===== src/rtl/trig_emulator.sv =====
// trig_emulator
//
// Emulated beam trigger source. While enabled it produces spills of evenly
// spaced trigger pulses on trigemu, framed by spillgate, with a programmable
// pause between spills. All timing fields are captured into shadow registers
// at each spill start, so CPU writes only affect the next spill.
//
// Ports:
//   clk        - system clock
//   reset      - synchronous, active-high reset
//   enable     - run request (level)
//   period     - clocks from one pulse rising edge to the next
//   pulsewidth - trigemu high time in clocks (0 is treated as 1)
//   spillcnt   - pulses per spill
//   pausetime  - clocks between spills (0 is treated as 1)
//   trigemu    - emulated trigger pulse (registered)
//   spillgate  - high for the duration of a spill
//   trigcount  - pulses issued in the current spill
//   busy       - high whenever the emulator is not idle
//
// Build option:
//   TRIGEMU_JITTER_EN - when defined, each inter-pulse interval is extended by
//   the low nibble of a 16-bit Fibonacci LFSR (taps 16,14,13,11, seed 16'hACE1)
//   that advances once per pulse. When undefined no LFSR logic exists.

module trig_emulator #(
    parameter int PERIOD_W = 16,
    parameter int PAUSE_W  = 24,
    parameter int PW_W     = 8
) (
    input  logic                clk,
    input  logic                reset,
    input  logic                enable,
    input  logic [PERIOD_W-1:0] period,
    input  logic [PW_W-1:0]     pulsewidth,
    input  logic [PERIOD_W-1:0] spillcnt,
    input  logic [PAUSE_W-1:0]  pausetime,
    output logic                trigemu,
    output logic                spillgate,
    output logic [PERIOD_W-1:0] trigcount,
    output logic                busy
);

    localparam logic [1:0] IDLE  = 2'd0;
    localparam logic [1:0] SPILL = 2'd1;
    localparam logic [1:0] TAIL  = 2'd2;
    localparam logic [1:0] PAUSE = 2'd3;

    // One extra bit so a jittered interval (period + 15) cannot overflow.
    localparam int TICK_W = PERIOD_W + 1;

    logic [1:0]          state;
    logic                lead;      // first clock of SPILL after leaving IDLE
    logic [PW_W-1:0]     pw_s;
    logic [TICK_W-1:0]   per_s;
    logic [PERIOD_W-1:0] cnt_s;
    logic [PAUSE_W-1:0]  pause_s;
    logic [TICK_W-1:0]   tick;      // position inside the current interval
    logic [TICK_W-1:0]   intv;      // length of the current interval
    logic [PAUSE_W-1:0]  pcnt;

    logic [PW_W-1:0]     pw_eff;
    logic [TICK_W-1:0]   per_eff;
    logic [PAUSE_W-1:0]  pause_eff;
    logic                pause_done;
    logic                load;
    logic                stop;
    logic                pulse_start;

    // Clamped timing values computed from the live register inputs.
    always_comb begin
        pw_eff    = (pulsewidth == '0) ? PW_W'(1) : pulsewidth;
        per_eff   = (TICK_W'(period) > TICK_W'(pw_eff)) ? TICK_W'(period)
                                                        : TICK_W'(pw_eff) + TICK_W'(1);
        pause_eff = (pausetime == '0) ? PAUSE_W'(1) : pausetime;
    end

    always_comb begin
        pause_done  = (state == PAUSE) && (pcnt == pause_s - PAUSE_W'(1));
        load        = ((state == IDLE) || pause_done) && enable;
        // With enable gone, a running pulse is allowed to finish its full
        // width; the spill ends on the clock the pulse drops, or at once if
        // the line is already low.
        stop        = !enable && (!trigemu || (tick == TICK_W'(pw_s)));
        pulse_start = (state == SPILL) && !lead && !stop &&
                      (tick == '0) && (trigcount != cnt_s);
    end

    // Shadow registers: captured only when a spill is about to start.
    always_ff @(posedge clk) begin
        if (reset) begin
            pw_s    <= '0;
            per_s   <= '0;
            cnt_s   <= '0;
            pause_s <= '0;
        end else if (load) begin
            pw_s    <= pw_eff;
            per_s   <= per_eff;
            cnt_s   <= spillcnt;
            pause_s <= pause_eff;
        end
    end

`ifdef TRIGEMU_JITTER_EN
    logic [15:0] lfsr;
    logic [15:0] lfsr_next;

    assign lfsr_next = {lfsr[14:0], lfsr[15] ^ lfsr[13] ^ lfsr[12] ^ lfsr[10]};

    // The interval following a pulse is fixed when that pulse starts.
    always_ff @(posedge clk) begin
        if (reset) begin
            lfsr <= 16'hACE1;
            intv <= '0;
        end else if (pulse_start) begin
            intv <= per_s + TICK_W'(lfsr[3:0]);
            lfsr <= lfsr_next;
        end
    end
`else
    assign intv = per_s;
`endif

    always_ff @(posedge clk) begin
        if (reset) begin
            state     <= IDLE;
            lead      <= 1'b0;
            trigemu   <= 1'b0;
            spillgate <= 1'b0;
            busy      <= 1'b0;
            trigcount <= '0;
            tick      <= '0;
            pcnt      <= '0;
        end else begin
            case (state)
                IDLE: begin
                    if (enable) begin
                        state     <= SPILL;
                        lead      <= 1'b1;
                        tick      <= '0;
                        trigcount <= '0;
                    end
                end
                SPILL: begin
                    if (lead) begin
                        lead      <= 1'b0;
                        spillgate <= 1'b1;
                        busy      <= 1'b1;
                    end else if (stop) begin
                        trigemu   <= 1'b0;
                        spillgate <= 1'b0;
                        state     <= TAIL;
                    end else if (tick == '0) begin
                        // Interval boundary: either issue the next pulse or,
                        // with the count reached, close the spill.
                        if (pulse_start) begin
                            trigemu   <= 1'b1;
                            trigcount <= trigcount + PERIOD_W'(1);
                            tick      <= TICK_W'(1);
                        end else begin
                            spillgate <= 1'b0;
                            state     <= TAIL;
                        end
                    end else begin
                        if (tick == TICK_W'(pw_s)) begin
                            trigemu <= 1'b0;
                        end
                        tick <= (tick == intv - TICK_W'(1)) ? '0 : tick + TICK_W'(1);
                    end
                end
                TAIL: begin
                    state <= PAUSE;
                    pcnt  <= '0;
                end
                PAUSE: begin
                    if (pause_done) begin
                        pcnt      <= '0;
                        trigcount <= '0;
                        if (enable) begin
                            state     <= SPILL;
                            spillgate <= 1'b1;
                            tick      <= '0;
                        end else begin
                            state <= IDLE;
                            busy  <= 1'b0;
                        end
                    end else begin
                        pcnt <= pcnt + PAUSE_W'(1);
                    end
                end
                default: begin
                    state <= IDLE;
                end
            endcase
        end
    end

endmodule


===== config.mk =====
export PLATFORM = sky130hd
export DESIGN_NAME = trig_emulator
export DESIGN_NICKNAME = d
export VERILOG_FILES = /design/src/rtl/trig_emulator.sv
export SDC_FILE = /design/constraint.sdc
export NUM_CORES = 1
export LEC_CHECK = 0
export CAP_MARGIN = 20
export CORE_UTILIZATION = 63
export CTS_BUF_LIST = sky130_fd_sc_hd__clkbuf_4 sky130_fd_sc_hd__clkbuf_8 sky130_fd_sc_hd__clkbuf_16
export DETAILED_ROUTE_END_ITERATION = 6
export GPL_ROUTABILITY_DRIVEN = 0
export PLACE_DENSITY_LB_ADDON = 0.1
export SLEW_MARGIN = 20
export SYNTH_ARGS = -nofsm -noshare
export SYNTH_HDL_FRONTEND = slang
export SYNTH_SLANG_ARGS = --single-unit
export TNS_END_PERCENT = 10

===== constraint.sdc =====
create_clock -name clk -period 8.1 [get_ports clk]
set_input_delay 0.81 -clock clk [delete_from_list [all_inputs] [get_ports clk]]
set_output_delay 0.81 -clock clk [all_outputs]
set_load 0.005 [all_outputs]

Word level (Yosys, flattened, before mapping)
Index checks and enable logic that the tools add are counted.
- equal/unequal tests: 22
- multiplexer cells: 44
- $add $sub $neg: 6
- bitwise gates (word level): 1
- magnitude comparators: 1
- reductions and logical operators: 29
- operator list (cell ; number):
    two-way mux 17 bit ; 7
    two-way mux 16 bit ; 7
    one-hot mux 17 bit (3 select lines) ; 1
    two-way mux 24 bit ; 2
    one-hot mux 16 bit (3 select lines) ; 1
    one-hot mux 24 bit (2 select lines) ; 1
    adder 24 x 1 -> 24 bit (second input constant) ; 1
    equality test 24 bit ; 1
    zero test 24 bit ; 1
    subtractor 24 x 1 -> 24 bit (second input constant) ; 1
    adder 17 x 1 -> 17 bit (second input constant) ; 1
    equality test 17 bit ; 1
    equality test 17 x 8 -> 1 bit ; 1
    zero test 17 bit ; 1
    subtractor 17 x 1 -> 17 bit (second input constant) ; 1
    adder 16 x 1 -> 16 bit (second input constant) ; 1
    > comparator 16 x 8 -> 1 bit ; 1
    inequality test 16 bit ; 1
    inequality test 2 bit (second input constant) ; 8
    AND reduction 5 bit ; 3
    two-way mux 1 bit ; 14
    two-way mux 2 bit ; 6
    adder 8 x 1 -> 9 bit (second input constant) ; 1
    inequality test 3 bit (second input constant) ; 3
    other kinds (20) ; 37
- output and inout bits: 19
- flip-flop bits (word level): 128
- logic and storage cells: 115
- input bits: 67

Longest topological paths before layout
Gate-level depths: netlist of run 1.
- word-level depth: 12
- depth in mapped cells: 12
- depth with buffers taken out: 11

Worst setup path before layout of run 1
OpenSTA, ideal clock, no wires.
- kind: register to register
- start point: register pause_s[0]
- end point: register trigcount[13]
- path buffers: 1
- clock period less this slack: 3.060 ns
- arrival time: 2.994 ns
- slack: 5.040 ns
- cell stages (with the launch flop): 12
- cells stage by stage: dfxtp_1 -> inv_1 -> ha_1 -> or3b_1 -> nor4_2 -> a21oi_1 -> a41o_1 -> nor4_4 -> a31oi_2 -> buf_6 -> or4_4 -> a21oi_2
- cells in the longest elaborated chain, start to end: 5
- ends and longest elaborated chain (item ; line ; source):
    start: declaration ; 57 ; logic [PAUSE_W-1:0] pause_s;
    start signal: assignment ; 100 ; pause_s <= pause_eff;
    subtractor 24 x 1 -> 24 bit ; 79 ; pause_done = (state == PAUSE) && (pcnt == pause_s - PAUSE_W'(1));
    equality test 24 bit ; 79 ;
    logical AND 1 bit ; 79 ;
    inequality test 2 bit (no line) ; n/a ;
    AND reduction 7 bit (no line) ; n/a ;
    end signal: assignment ; 158 ; trigcount <= trigcount + PERIOD_W'(1);
    end: declaration ; 40 ; output logic [PERIOD_W-1:0] trigcount,
Every way passes these cells.
A chain may end at the register's enable or synchronous reset.

Worst setup path in the final report of run 1
- start point: register pause_s[0]
- end point: register cnt_s[9]
- cells in the longest elaborated chain, start to end: 5
- ends and longest elaborated chain (item ; line ; source):
    subtractor 24 x 1 -> 24 bit ; 79 ;
    equality test 24 bit ; 79 ;
    logical AND 1 bit ; 79 ;
    logical OR 1 bit ; 80 ; load = ((state == IDLE) || pause_done) && enable;
    logical AND 1 bit ; 80 ;
    end signal: assignment ; 99 ; cnt_s <= spillcnt;
    end: declaration ; 56 ; logic [PERIOD_W-1:0] cnt_s;
Every way passes these cells.

==> results.md, run 1 <==
- Clock transition at the registers of the reported paths: 60 ps
- Cts bufs inserted: 17
- Wire length per cell: 17.8 um
- MaxCap Viol Count: 0
- TritonCTS clock tree: built
- Synth Net Count: 1172
- Detailed Routing Iterations Pass 1: 5
- Crit path arrival time: 4210 ps
- Die H: 119 um
- Root Buffer: clkbuf_16
- Clock sink count: 127
- Power Total: 2.58 mW
- IO buf count: 85
- Post-Synthesis Cell Area: 0.00860 mm2
- Sequential area share after synthesis: 29.6%
- # IOs: 86
- Wirelength, routed: 23200 um
- Design Area, Final: 0.0100 mm2
- Clock buffer depth: 2
- Final max-slew violation count: 0
- Largest net degree at the start of global routing: 85
- Post-cts gate resize count: 0
- DR DRC count: 0
- Fraction of layout cells with a size suffix above 1: 11.1%
- YS warnings: 0
- Crit path required time: 8420 ps
- Core area: 0.0133 mm2
- # rows: 42
- Status: finished, final reports clean
- # fillers: 1048
- Final Cycle Share: 48.1%
- Multi-input logic area: 0.00535 mm2
- Register area: 0.00254 mm2
- Kind of end point of the critical path: register
- Final Skew: 9.50 ps
- CP Launch Type: register
- Setup CP Type: reg -> reg
- Via density: 6.52
- Clk Latency, worst-skew pair: 430 ps
- Leak pwr: 3.73 nW
- Initial core utilization: 64.7%
- Pre-CTS setup slack: 4190 ps
- Area delta synth->final: 16.7%
- Relative slew slack: 37.6%
- #FFs+latches synth: 127
- H-tree depth: 4
- # diodes: 0
- Final Hold Viols: 0
- Worst hold stages: 2
- EDFF count, synth: 0
- Setup WS post-layout: 4200 ps
- CP Max Fanout: 34
- Worst-Margin Slew: 935 ps
- Post-DP HPWL: 15700 um
- Vias in the first global route: 8037
- CP cell instances: inv_1, ha_1, or3b_1, nor4_2, a21oi_1, a41o_1, nor4_4, a41oi_4, nand2b_2, buf_4, a31o_2
- Max stage delay on crit path: 520 ps
- Pwr Density: 257 mW/mm2
- TNS Setup: 0 ps
- VDD IR max: 0.184 mV
- Synth Instances: 1087
- 1st-iter DRT viols: 744
- First-pass GRT wire length: 38800 um
- Area after DPL: 0.00939 mm2
- Syn_area_per_cell: 7.91 um2
- Worst hold path type: reg -> reg
- Post-synth ARST share: 0%
- Final antenna-violating net count: 0
- Unrepaired setup endpoints after global routing: false
- Dominant synthesized flop cell: dfxtp_1
- CTS hold repair buffers: 0
- Antenna violations before repair: 0
- Overall Global Routing Usage: 33.7%
- Number of distinct library cells after synthesis: 74
- Vias: 8473
- Die X: 119 um
- Final nets: 1196
- Setup Viol. Count Final: 0
- Tmin final: 3900 ps
- Slowest stage cell, crit path: nand2b_2
- Post CTS Setup Buffer Count: 0
- Max Freq: 256 MHz
- Gr ovfl total: 0
- R2R cell count: 11
- Die ar.: 0.0141 mm2
[metrics by stage]
step,hold slack (ps),utilization (%),cells
2_1_floorplan,446,-,1087
3_3_place_gp,463,70.6,1268
3_5_place_dp,484,70.6,1268
4_1_cts,500,75.5,1300
5_1_grt,517,75.5,1300
6_report,506,75.5,1300
[kinds of logic after synthesis]
logic type	after synthesis	synth area share [%]
AO/OA/AOI/OAI	259	22.8
adder cells (fa/ha/maj)	18	2.62
AND/OR/NAND/NOR	407	27.1
buffers and inverters	186	8.63
multiplexers	10	1.18
XOR/XNOR	80	8.15
flip-flops	127	29.6
[final cells by class]
cell class | count | area share [%]
multi-input cells | 774 | 53.3
flip-flops and latches | 127 | 25.3
clock inverters | 12 | 1.83
repair buffers | 94 | 9.13
well taps | 176 | 2.19
clock buffers | 20 | 4.59
inverters | 97 | 3.63
[cells in the final DEF (no fill, tap or decap), types with 5 or more instances in the layout]
master | synthesis | final
dfxtp_1 | 127 | 127
inv_1 | 97 | 95
nor4_1 | 84 | 84
clkdlybuf4s50_1 | 0 | 84
nand3_1 | 60 | 60
nor2_1 | 53 | 53
nand2_1 | 52 | 52
a31o_2 | 51 | 51
xnor2_1 | 41 | 41
xor2_1 | 39 | 39
o21ai_0 | 31 | 31
nor3_1 | 28 | 28
o31ai_1 | 26 | 26
nand4_1 | 23 | 23
a21oi_1 | 22 | 22
a211oi_1 | 22 | 22
o211ai_1 | 19 | 19
or3_1 | 18 | 18
ha_1 | 18 | 18
clkbuf_16 | 0 | 17
o32ai_1 | 16 | 16
or4_1 | 15 | 15
and3_1 | 11 | 11
a31oi_1 | 10 | 10
buf_4 | 0 | 10
mux2i_1 | 9 | 9
o311ai_0 | 9 | 9
nand3b_1 | 8 | 8
or2_2 | 7 | 7
nand2b_1 | 7 | 6
a21o_1 | 6 | 6
nor2b_1 | 6 | 6
or4_4 | 5 | 5
and2_1 | 5 | 5
nand4b_1 | 5 | 5
nor3b_1 | 5 | 5
[cells in the mapped netlist, types with 26 or more instances]
library cell	count	area, um2
nand2_1	52	195
clkbuf_1	59	221
o21ai_0	31	155
nand3_1	60	300
xnor2_1	41	359
nor3_1	28	140
a31o_2	51	447
xor2_1	39	342
nor4_1	84	526
dfxtp_1	127	2540
inv_1	97	364
o31ai_1	26	195
nor2_1	53	199
[registers in the layout (all words and copies together) (netlist names)]
register / count
pause_s: 24
trigcount: 16
intv: 16
pw_s: 8
lead: 1
busy: 1
cnt_s: 16
state: 2
spillgate: 1
tick: 17
pcnt: 24
trigemu: 1
[routing by layer]
metal / wire, um / track usage, % / share of wire [%]
met5: 0 / 0 / 0
met4: 622 / 14.3 / 2.7
met3: 1240 / 6.03 / 5.4
met2: 11200 / 56.9 / 48
met1: 10100 / 42.2 / 44
[worst paths after layout]
path | start | slack [ps] | to
worst min register to register | pcnt[23] | 510 | pcnt[23]
worst max-delay path | pause_s[0] | 4200 | cnt_s[9]
worst max register to register | pause_s[0] | 4200 | cnt_s[9]
worst min-delay path | pcnt[23] | 510 | pcnt[23]
[worst max-delay path, delay by kind of cell (launching register included)]
family / cells / cell delay, ps
adder cells (fa/ha/maj): 1 / 250
AND/OR/NAND/NOR: 4 / 1810
AO/OA/AOI/OAI: 4 / 840
flip-flops: 1 / 350
buffers and inverters: 2 / 530
[where the power goes]
group	internal, mW	switching [mW]
sequential	0.698	0.0991
clock	0.536	0.291
combinational	0.377	0.574
No activity file was read; power rests on OpenSTA's default activity.
==> inputs of run 2 (changes only) <==
--- a/config.mk
+++ b/config.mk
@@ -6,7 +6,7 @@
 export NUM_CORES = 1
 export LEC_CHECK = 0
 export CAP_MARGIN = 20
-export CORE_UTILIZATION = 63
+export CORE_UTILIZATION = 58
 export CTS_BUF_LIST = sky130_fd_sc_hd__clkbuf_4 sky130_fd_sc_hd__clkbuf_8 sky130_fd_sc_hd__clkbuf_16
 export DETAILED_ROUTE_END_ITERATION = 6
 export GPL_ROUTABILITY_DRIVEN = 0
==> constraint.sdc (replaced) <==
create_clock -name clk -period 3.9 [get_ports clk]
set_input_delay 0.39 -clock clk [delete_from_list [all_inputs] [get_ports clk]]
set_output_delay 0.39 -clock clk [all_outputs]
set_load 0.005 [all_outputs]
==> run 2 against run 1 <==
  * Clock power increased by 92%
  * Sequential power increased by 110%
  * First-iteration DRC count decreased by 17%
  * Via count decreased by 0.50%
  * Critical path depth decreased by 1
  * Largest cell class unchanged
  * Largest power group unchanged
  * Highest routed layer unchanged
==> results.md, run 2 (synthesis results as in run 1) <==
- Setup Viol. Count Final: 0
- Post-route insts no fill: 1319
- Switching Share: 38.5%
- # IOs: 86
- TNS Setup: 0 ps
- First-pass GRT wire length: 37500 um
- CTS hold repair buffers: 0
- Placed Instances: 1287
- Worst path bufs/invs: 1
- Final Util: 69.7%
- Detailed Routing Iterations Pass 1: 5
- Worst hold path type: in -> reg
- CP most frequent cell: nor4_4
- Wire length per cell: 17.2 um
- Final antenna-violating net count: 0
- Gr ovfl total: 0
- Combinational power share: 38.6%
- 1st-iter DRT viols: 620
- Die X: 124 um
- Pint: 3.25 mW
- # diodes: 0
- Largest net degree at the start of global routing: 98
- Max stage delay on crit path: 630 ps
- # rows: 44
- MaxCap Viol Count: 0
- CP cell instances: inv_1, ha_1, or3b_1, nor4_4, a21oi_1, a41o_1, nor4_4, a31oi_4, or4_1, a221oi_2
- IO buf count: 85
- Vias in the first global route: 7692
- Net switching power: 2.03 mW
- Overall Global Routing Usage: 30.9%
- Die H: 124 um
- Vias: 8431
- Root Buffer: clkbuf_16
- Initial core utilization: 59.4%
- CP Launch Type: register
- Clk Latency, worst-skew pair: 420 ps
- Worst-Margin Slew: 1030 ps
- Max Freq: 274 MHz
- Post-DP HPWL: 15700 um
- CP Max Fanout: 30
- Leak pwr: 3.76 nW
- H-tree depth: 4
- Core area: 0.0145 mm2
- Pwr Density: 522 mW/mm2
- Die ar.: 0.0153 mm2
- Most frequent cells in the layout: dfxtp_1, inv_1, nor4_1, clkdlybuf4s50_1, nand3_1
- Clock transition at the registers of the reported paths: 60 ps
- Final max-slew violation count: 0
- Commonest non-fill, non-tap cell in the layout: dfxtp_1
- Clock sink count: 127
- Final Skew: 4.95 ps
- Wirelength, routed: 22700 um
- Tmin final: 3660 ps
- Antenna violations before repair: 0
- Slowest stage cell, crit path: or4_1
- DR DRC count: 0
- Status: finished, final reports clean
- Relative slew slack: 31.1%
- Largest regs: pause_s (24), pcnt (24), tick (17)
- Kind of end point of the critical path: register
- Sequential share of power: 31.2%
- Area delta synth->final: 17.4%
- Final Hold Viols: 0
- VDD IR max: 0.376 mV
- CP delay by family, top: simple AND/OR/NAND/NOR gates
- Crit path arrival time: 4000 ps
- Unrepaired setup endpoints after global routing: false
- Fraction of layout cells with a size suffix above 1: 12.0%
- Cts bufs inserted: 17
- TritonCTS clock tree: built
- Power Total: 5.28 mW
- Final nets: 1207
- Clock share of power: 30.2%
- Setup CP Type: reg -> reg
- Crit path required time: 4240 ps
- Final Cycle Share: 93.7%
- Clock buffer depth: 2
- Via density: 6.39
## run 2: cell types whose count changed in the layout (fill, tap and decap cells not counted), moves of 2 or more
cell       change
bufinv_16      -2
clkbuf_8       -2
inv_6          +2
buf_4         +10
## run 2: through the flow
stage               cell area, um2  worst slack, ps  hold slack [ps]
floorplan                     8600              840              446
global placement              9500              304              473
detailed placement            9500              201              481
CTS                          10100              128              445
global route                 10100             50.4              483
finish                       10100              244              457
## run 2: cell type report
| class | instances | area (um2) |
|---|---|---|
| Tap cell | 184 | 230 |
| Multi-Input combinational cell | 774 | 5360 |
| Timing Repair Buffer | 105 | 1010 |
| Clock buffer | 18 | 433 |
| Sequential cell | 127 | 2540 |
| Clock inverter | 14 | 160 |
| Fill cell | 1185 | 4380 |
| Inverter | 97 | 364 |
## run 2: final timing paths
path                   start       end  slack [ps]  cells after the start
setup / recovery  pause_s[0]  state[0]         240                     10
hold / removal         reset      lead         460                      2
setup reg to reg  pause_s[0]  state[0]         240                     10
hold reg to reg      pw_s[0]   pw_s[0]         500                      2
## run 2: power by group through the flow
stage	Clock, mW	Combinational (mW)	Sequential, mW
3_5_place_dp	0	1.99	1.67
5_1_grt	1.66	2.23	1.67
4_1_cts	1.60	2.01	1.64
3_3_place_gp	0	1.98	1.66
6_report	1.59	2.03	1.65
2_1_floorplan	0	1.52	1.59
## run 2: repair_timing
| item | CTS | global route |
|---|---|---|
| resized for setup | 0 | 2 |
| setup buffers | 0 | 0 |
| endpoints found under the setup margin | 0 | 8 |
## run 2: per-layer routing
| layer | up-vias | GRT usage (%) | routed length (um) |
|---|---|---|---|
| li1 | 4171 | - | - |
| met1 | 3993 | 40.0 | 10300 |
| met2 | 227 | 51.4 | 10900 |
| met3 | 40 | 4.44 | 1030 |
| met4 | 0 | 12.4 | 506 |
| met5 | - | 0 | 0 |
==> inputs of run 3 (changes only) <==
--- a/config.mk
+++ b/config.mk
@@ -10,7 +10,7 @@
 export CTS_BUF_LIST = sky130_fd_sc_hd__clkbuf_4 sky130_fd_sc_hd__clkbuf_8 sky130_fd_sc_hd__clkbuf_16
 export DETAILED_ROUTE_END_ITERATION = 6
 export GPL_ROUTABILITY_DRIVEN = 0
-export PLACE_DENSITY_LB_ADDON = 0.1
+export PLACE_DENSITY = 0.81
 export SLEW_MARGIN = 20
 export SYNTH_ARGS = -nofsm -noshare
 export SYNTH_HDL_FRONTEND = slang
==> constraint.sdc (replaced) <==
create_clock -name clk -period 3.9 [get_ports clk]
set_input_delay 0.585 -clock clk [delete_from_list [all_inputs] [get_ports clk]]
set_output_delay 0.585 -clock clk [all_outputs]
set_load 0.005 [all_outputs]
==> run 3 against run 2 <==
  * Die area unchanged
  * Combinational power about the same
  * Critical path depth up 1
  * Global-route usage about the same
  * Clock skew up 3.8 ps
  * Sequential cell count unchanged
  * Worst hold slack better by 19 ps
  * Via count up 0.79%
==> results.md, run 3 (synthesis results as in run 1) <==
- Status: finished, final reports clean
- Setup Viol. Count Final: 0
- CP Max Fanout: 40
- Multi-input logic area: 0.00535 mm2
- CTS hold repair buffers: 0
- Final Skew: 8.79 ps
- TritonCTS clock tree: built
- MaxCap Viol Count: 0
- Wire length per cell: 17.5 um
- Overall Global Routing Usage: 30.9%
- Register area: 0.00254 mm2
- Crit path arrival time: 3950 ps
- Final Hold Viols: 0
- Largest net degree at the start of global routing: 93
- Clock sink count: 127
- Crit path required time: 4240 ps
- Final antenna-violating net count: 0
- Worst hold path type: reg -> reg
- Post-DP HPWL: 15700 um
- Fraction of layout cells with a size suffix above 1: 11.7%
- Max Freq: 277 MHz
- Setup CP Type: reg -> reg
- Vias in the first global route: 7624
- # IOs: 86
- Clk Latency, worst-skew pair: 420 ps
- IO buf count: 85
- Core area: 0.0145 mm2
- Most frequent cells in the layout: dfxtp_1, inv_1, nor4_1, clkdlybuf4s50_1, nand3_1
- Worst-Margin Slew: 995 ps
- # diodes: 0
- Via density: 6.46
- Register-to-register setup slack: 300 ps
- # fillers: 1173
- Die X: 124 um
- Gr ovfl total: 0
- Wirelength, routed: 23000 um
- Area delta synth->final: 17.1%
- Die H: 124 um
- 1st-iter DRT viols: 810
- Vias: 8498
- Clock buffer depth: 2
- Die ar.: 0.0153 mm2
- Design Area, Final: 0.0101 mm2
- TNS Setup: 0 ps
- CP Launch Type: register
- Power Total: 5.30 mW
- Detailed Routing Iterations Pass 1: 5
- Cts bufs inserted: 17
- Final Cycle Share: 92.4%
- Antenna violations before repair: 0
- Commonest non-fill, non-tap cell in the layout: dfxtp_1
- Tmin final: 3600 ps
- First-pass GRT wire length: 37400 um
- Worst hold stages: 2
- Pwr Density: 526 mW/mm2
- Largest regs: pause_s (24), pcnt (24), tick (17)
- Post CTS Setup Buffer Count: 0
- Clock transition at the registers of the reported paths: 60 ps
- Relative slew slack: 33.7%
- Final max-slew violation count: 0
- Post-cts gate resize count: 0
- Leak pwr: 3.75 nW
- Root Buffer: clkbuf_16
- DR DRC count: 0
- Initial core utilization: 59.4%
- H-tree depth: 4
- Unrepaired setup endpoints after global routing: false
- # rows: 44
- R2R cell count: 11
- Kind of end point of the critical path: register
- VDD IR max: 0.361 mV
- Area after DPL: 0.00947 mm2
- Final nets: 1203
## run 3: cell types whose count changed in the layout (fill, tap and decap cells not counted)
cell | previous run | this run
buf_4 | 20 | 16
bufinv_16 | 2 | 3
clkbuf_4 | 1 | 0
clkinv_2 | 1 | 2
inv_6 | 3 | 2
nor4_2 | 1 | 2
nor4_4 | 2 | 1
o21ai_0 | 30 | 31
o21ai_1 | 1 | 0
## run 3: final timing paths
kind,from,end
max,pause_s[0],trigcount[2]
max reg2reg,pause_s[0],trigcount[2]
min reg2reg,pw_s[0],pw_s[0]
min,pw_s[0],pw_s[0]
## run 3: stage by stage
stage / worst slack (ps) / util [%] / cells / hold slack (ps)
final: 296 / 69.6 / 1315 / 476
after CTS: 333 / 69.6 / 1315 / 480
after detailed placement: 352 / 65.4 / 1283 / 468
after global routing: 50.1 / 69.6 / 1315 / 506
after floorplan: 840 / - / 1087 / 446
after global placement: 458 / 65.4 / 1283 / 461
## run 3: power by group
part / switching [mW] / internal [mW]
combinational: 1.18 / 0.818
clock: 0.630 / 1.01
sequential: 0.203 / 1.45
## run 3: critical path, stage by stage (launching register included)
cell	delay [ps]
dfxtp_1	350
inv_1	100
ha_1	270
or3b_1	450
nor4_2	390
a21oi_1	120
a41o_1	240
nor4_4	480
a31oi_4	150
buf_4	280
or4_1	530
a21oi_1	170
## run 3: per-layer routing
| layer | track usage [%] | wire [um] | vias to the layer above |
|---|---|---|---|
| li1 | - | - | 4151 |
| met1 | 39.1 | 10100 | 4005 |
| met2 | 51.8 | 11100 | 289 |
| met3 | 6.32 | 1230 | 53 |
| met4 | 11.1 | 587 | 0 |
| met5 | 0 | 0 | - |
## run 3: cell type report
type	count	area share, %
Clock buffer	17	4.22
Clock inverter	15	1.85
Inverter	97	3.61
Multi-Input combinational cell	774	53.1
Sequential cell	127	25.2
Tap cell	184	2.28
Timing Repair Buffer	101	9.73
==> RTL change: new RTL, config.mk and constraints of run 2 <==
The parameter `PERIOD_W` goes from 16 to 32.
--- a/src/rtl/trig_emulator.sv
+++ b/src/rtl/trig_emulator.sv
@@ -26,3 +26,3 @@
 module trig_emulator #(
-    parameter int PERIOD_W = 16,
+    parameter int PERIOD_W = 32,
     parameter int PAUSE_W  = 24,
Interface: changed (resized period, spillcnt and trigcount); port bits go from 86 to 134. The function was not compared with the original's and may differ.
==> RTL change against run 2 <==
  * Via count up 27%
  * Clock skew up 0.0078 ns
  * Sequential cell count up 64
  * Largest cell class unchanged
  * Routed wire length up 33%
  * Worst setup slack worse by 0.094 ns
  * Final cell count up 34%
  * Sequential share of layout area up 3.8 points
  * Cell area up 31%
  * Critical path depth up 1
  * Highest routed layer unchanged
  * Largest power group unchanged
  * Area after synthesis up 29%
  * Power up 30%
==> RTL change: results (changes against run 2) <==
Final Skew -> 0.01274 ns (+0.007786 ns)
reg2reg end -> tick[25]$_SDFFE_PP0P_
clk buf depth -> 2 (unchanged)
largest cells by area after synthesis -> dfxtp_1 35%, xnor2_1 9.3%, nand2_1 7.9%
final core utilization -> 0.7058 (+0.008380)
worst-path maximum fanout -> 9 (-70%)
final WL -> 30210 µm (+33%)
# port buffers -> 133 (+56%)
layout cells sized above 1 -> 0.05534 (-0.06449)
Final Non-Filler Cells -> 1770 (+34%)
first-pass iteration count of the detailed router -> 7 (+2)
setup repair bufs after CTS -> 0 (unchanged)
largest net degree at the start of global routing -> 79 (-19%)
Post-synth EDFFs -> 0 (unchanged)
GRT Util Overall -> 0.3162 (+0.007415)
reg2reg path depth -> 11 (+1)
Via density -> 6.054 (-5.3%)
R2R setup slack -> 0.15 ns (-0.09 ns)
clock transition at the registers of the reported paths -> 0.08 ns (+0.02 ns)
outcome -> finished, final reports clean
vias in the first global route -> 10229 (+33%)
Layout fillers -> 1579 (+33%)
post-DP HPWL -> 21910 µm (+39%)
DP Area -> 12600 µm² (+33%)
CP Capture Point -> tick[25]$_SDFFE_PP0P_
static leakage -> 4.565 nW (+21%)
Placement Setup Slack -> 0.2029 ns (+0.001626 ns)
syn nets -> 1551 (+32%)
synth cell count leaders -> 232 x nand2_1, 191 x dfxtp_1, 129 x a21oi_1, 117 x xnor2_1, 112 x nor2_1
min Tclk post-route -> 3.749 ns (+0.09350 ns)
first-pass GRT wire length -> 50450 µm (+35%)
peak supply drop -> 333.2 µV (-11%)
worst flop-to-flop path startpoint -> pause_s[0]$_SDFFE_PP0P_
Worst-Skew Late Latency -> 0.44 ns (+0.02 ns)
worst-margin pin slew -> 0.8593 ns (-0.1743 ns)
Avg Synthesized Cell Area -> 7.717 µm² (-2.5%)
dpl cells -> 1738 (+35%)
register area share after synthesis -> 0.3455 (+0.04998)
Unique masters post-synth -> 70 (-5.4%)
First DRT Iteration DRCs -> 763 (+23%)
-- RTL change: changes by cell type after synthesis, moves of 34 or more --
cell and change:
a21oi_1 +107, inv_1 -60, nor2_1 +59, nor4_1 -34, a31o_2 -51, dfxtp_1 +64, nand2_1 +180, xnor2_1 +76
-- RTL change: final cells by class --
cell class | instances | share of cell area
multi-input combinational | 1116 | 0.5143
sequential | 191 | 0.2896
timing repair buffer | 160 | 0.1198
clock buffer | 17 | 0.03222
tap | 234 | 0.02218
clock inverter | 15 | 0.01137
inverter | 37 | 0.01052
-- RTL change: critical path, delay by kind of cell (launching register included) --
family / cells / cell delay [ns]
flip-flops: 1 / 0.42
AND/OR/NAND/NOR: 5 / 2.07
buffers and inverters: 1 / 0.09
AO/OA/AOI/OAI: 4 / 0.80
adder cells (fa/ha/maj): 1 / 0.31
-- RTL change: logic make-up (layout without fill, tap and decap cells) --
family / Yosys count / in the layout / synth area share
xor gates and xnor gates: 149 / 149 / 0.1179
adders and majority gates: 18 / 18 / 0.02035
muxes: 22 / 22 / 0.02047
AOI/OAI and AO/OA: 284 / 284 / 0.1625
DFF: 191 / 191 / 0.3455
and+or+nand+nor: 643 / 643 / 0.2881
buffers and inverters: 127 / 229 / 0.04511
-- RTL change: repair_timing --
action	CTS	global route
hold buffers	0	0
endpoints found under the setup margin	0	5
resized for setup	0	4
-- RTL change: power by group --
part | leakage, nW | total (mW) | internal [mW] | switching (mW)
registers | 1.55 | 2.47 | 2.17 | 0.298
logic | 2.74 | 2.66 | 1.12 | 1.54
clock network | 0.272 | 1.70 | 0.850 | 0.849
total | 4.56 | 6.83 | 4.14 | 2.69
-- RTL change: metal layers --
metal	vias up	track usage	wire length, µm
li1	5283	-	-
met1	5046	0.3945	12950
met2	322	0.5518	15020
met3	65	0.04752	1459
met4	0	0.1151	783
met5	-	0	0
-- RTL change: how the worst min path moves through the flow --
stage / cells past startpoint / from / slack [ns] / endpoint
2_1_floorplan: 2 / cnt_s[0]$_SDFFE_PP0P_ / 0.45 / cnt_s[0]$_SDFFE_PP0P_
3_3_place_gp: 2 / cnt_s[8]$_SDFFE_PP0P_ / 0.46 / cnt_s[8]$_SDFFE_PP0P_
3_5_place_dp: 2 / cnt_s[1]$_SDFFE_PP0P_ / 0.46 / cnt_s[1]$_SDFFE_PP0P_
4_1_cts: 2 / reset / 0.35 / intv[30]$_SDFFE_PP0P_
5_1_grt: 2 / reset / 0.37 / intv[14]$_SDFFE_PP0P_
6_report: 2 / reset / 0.36 / intv[29]$_SDFFE_PP0P_
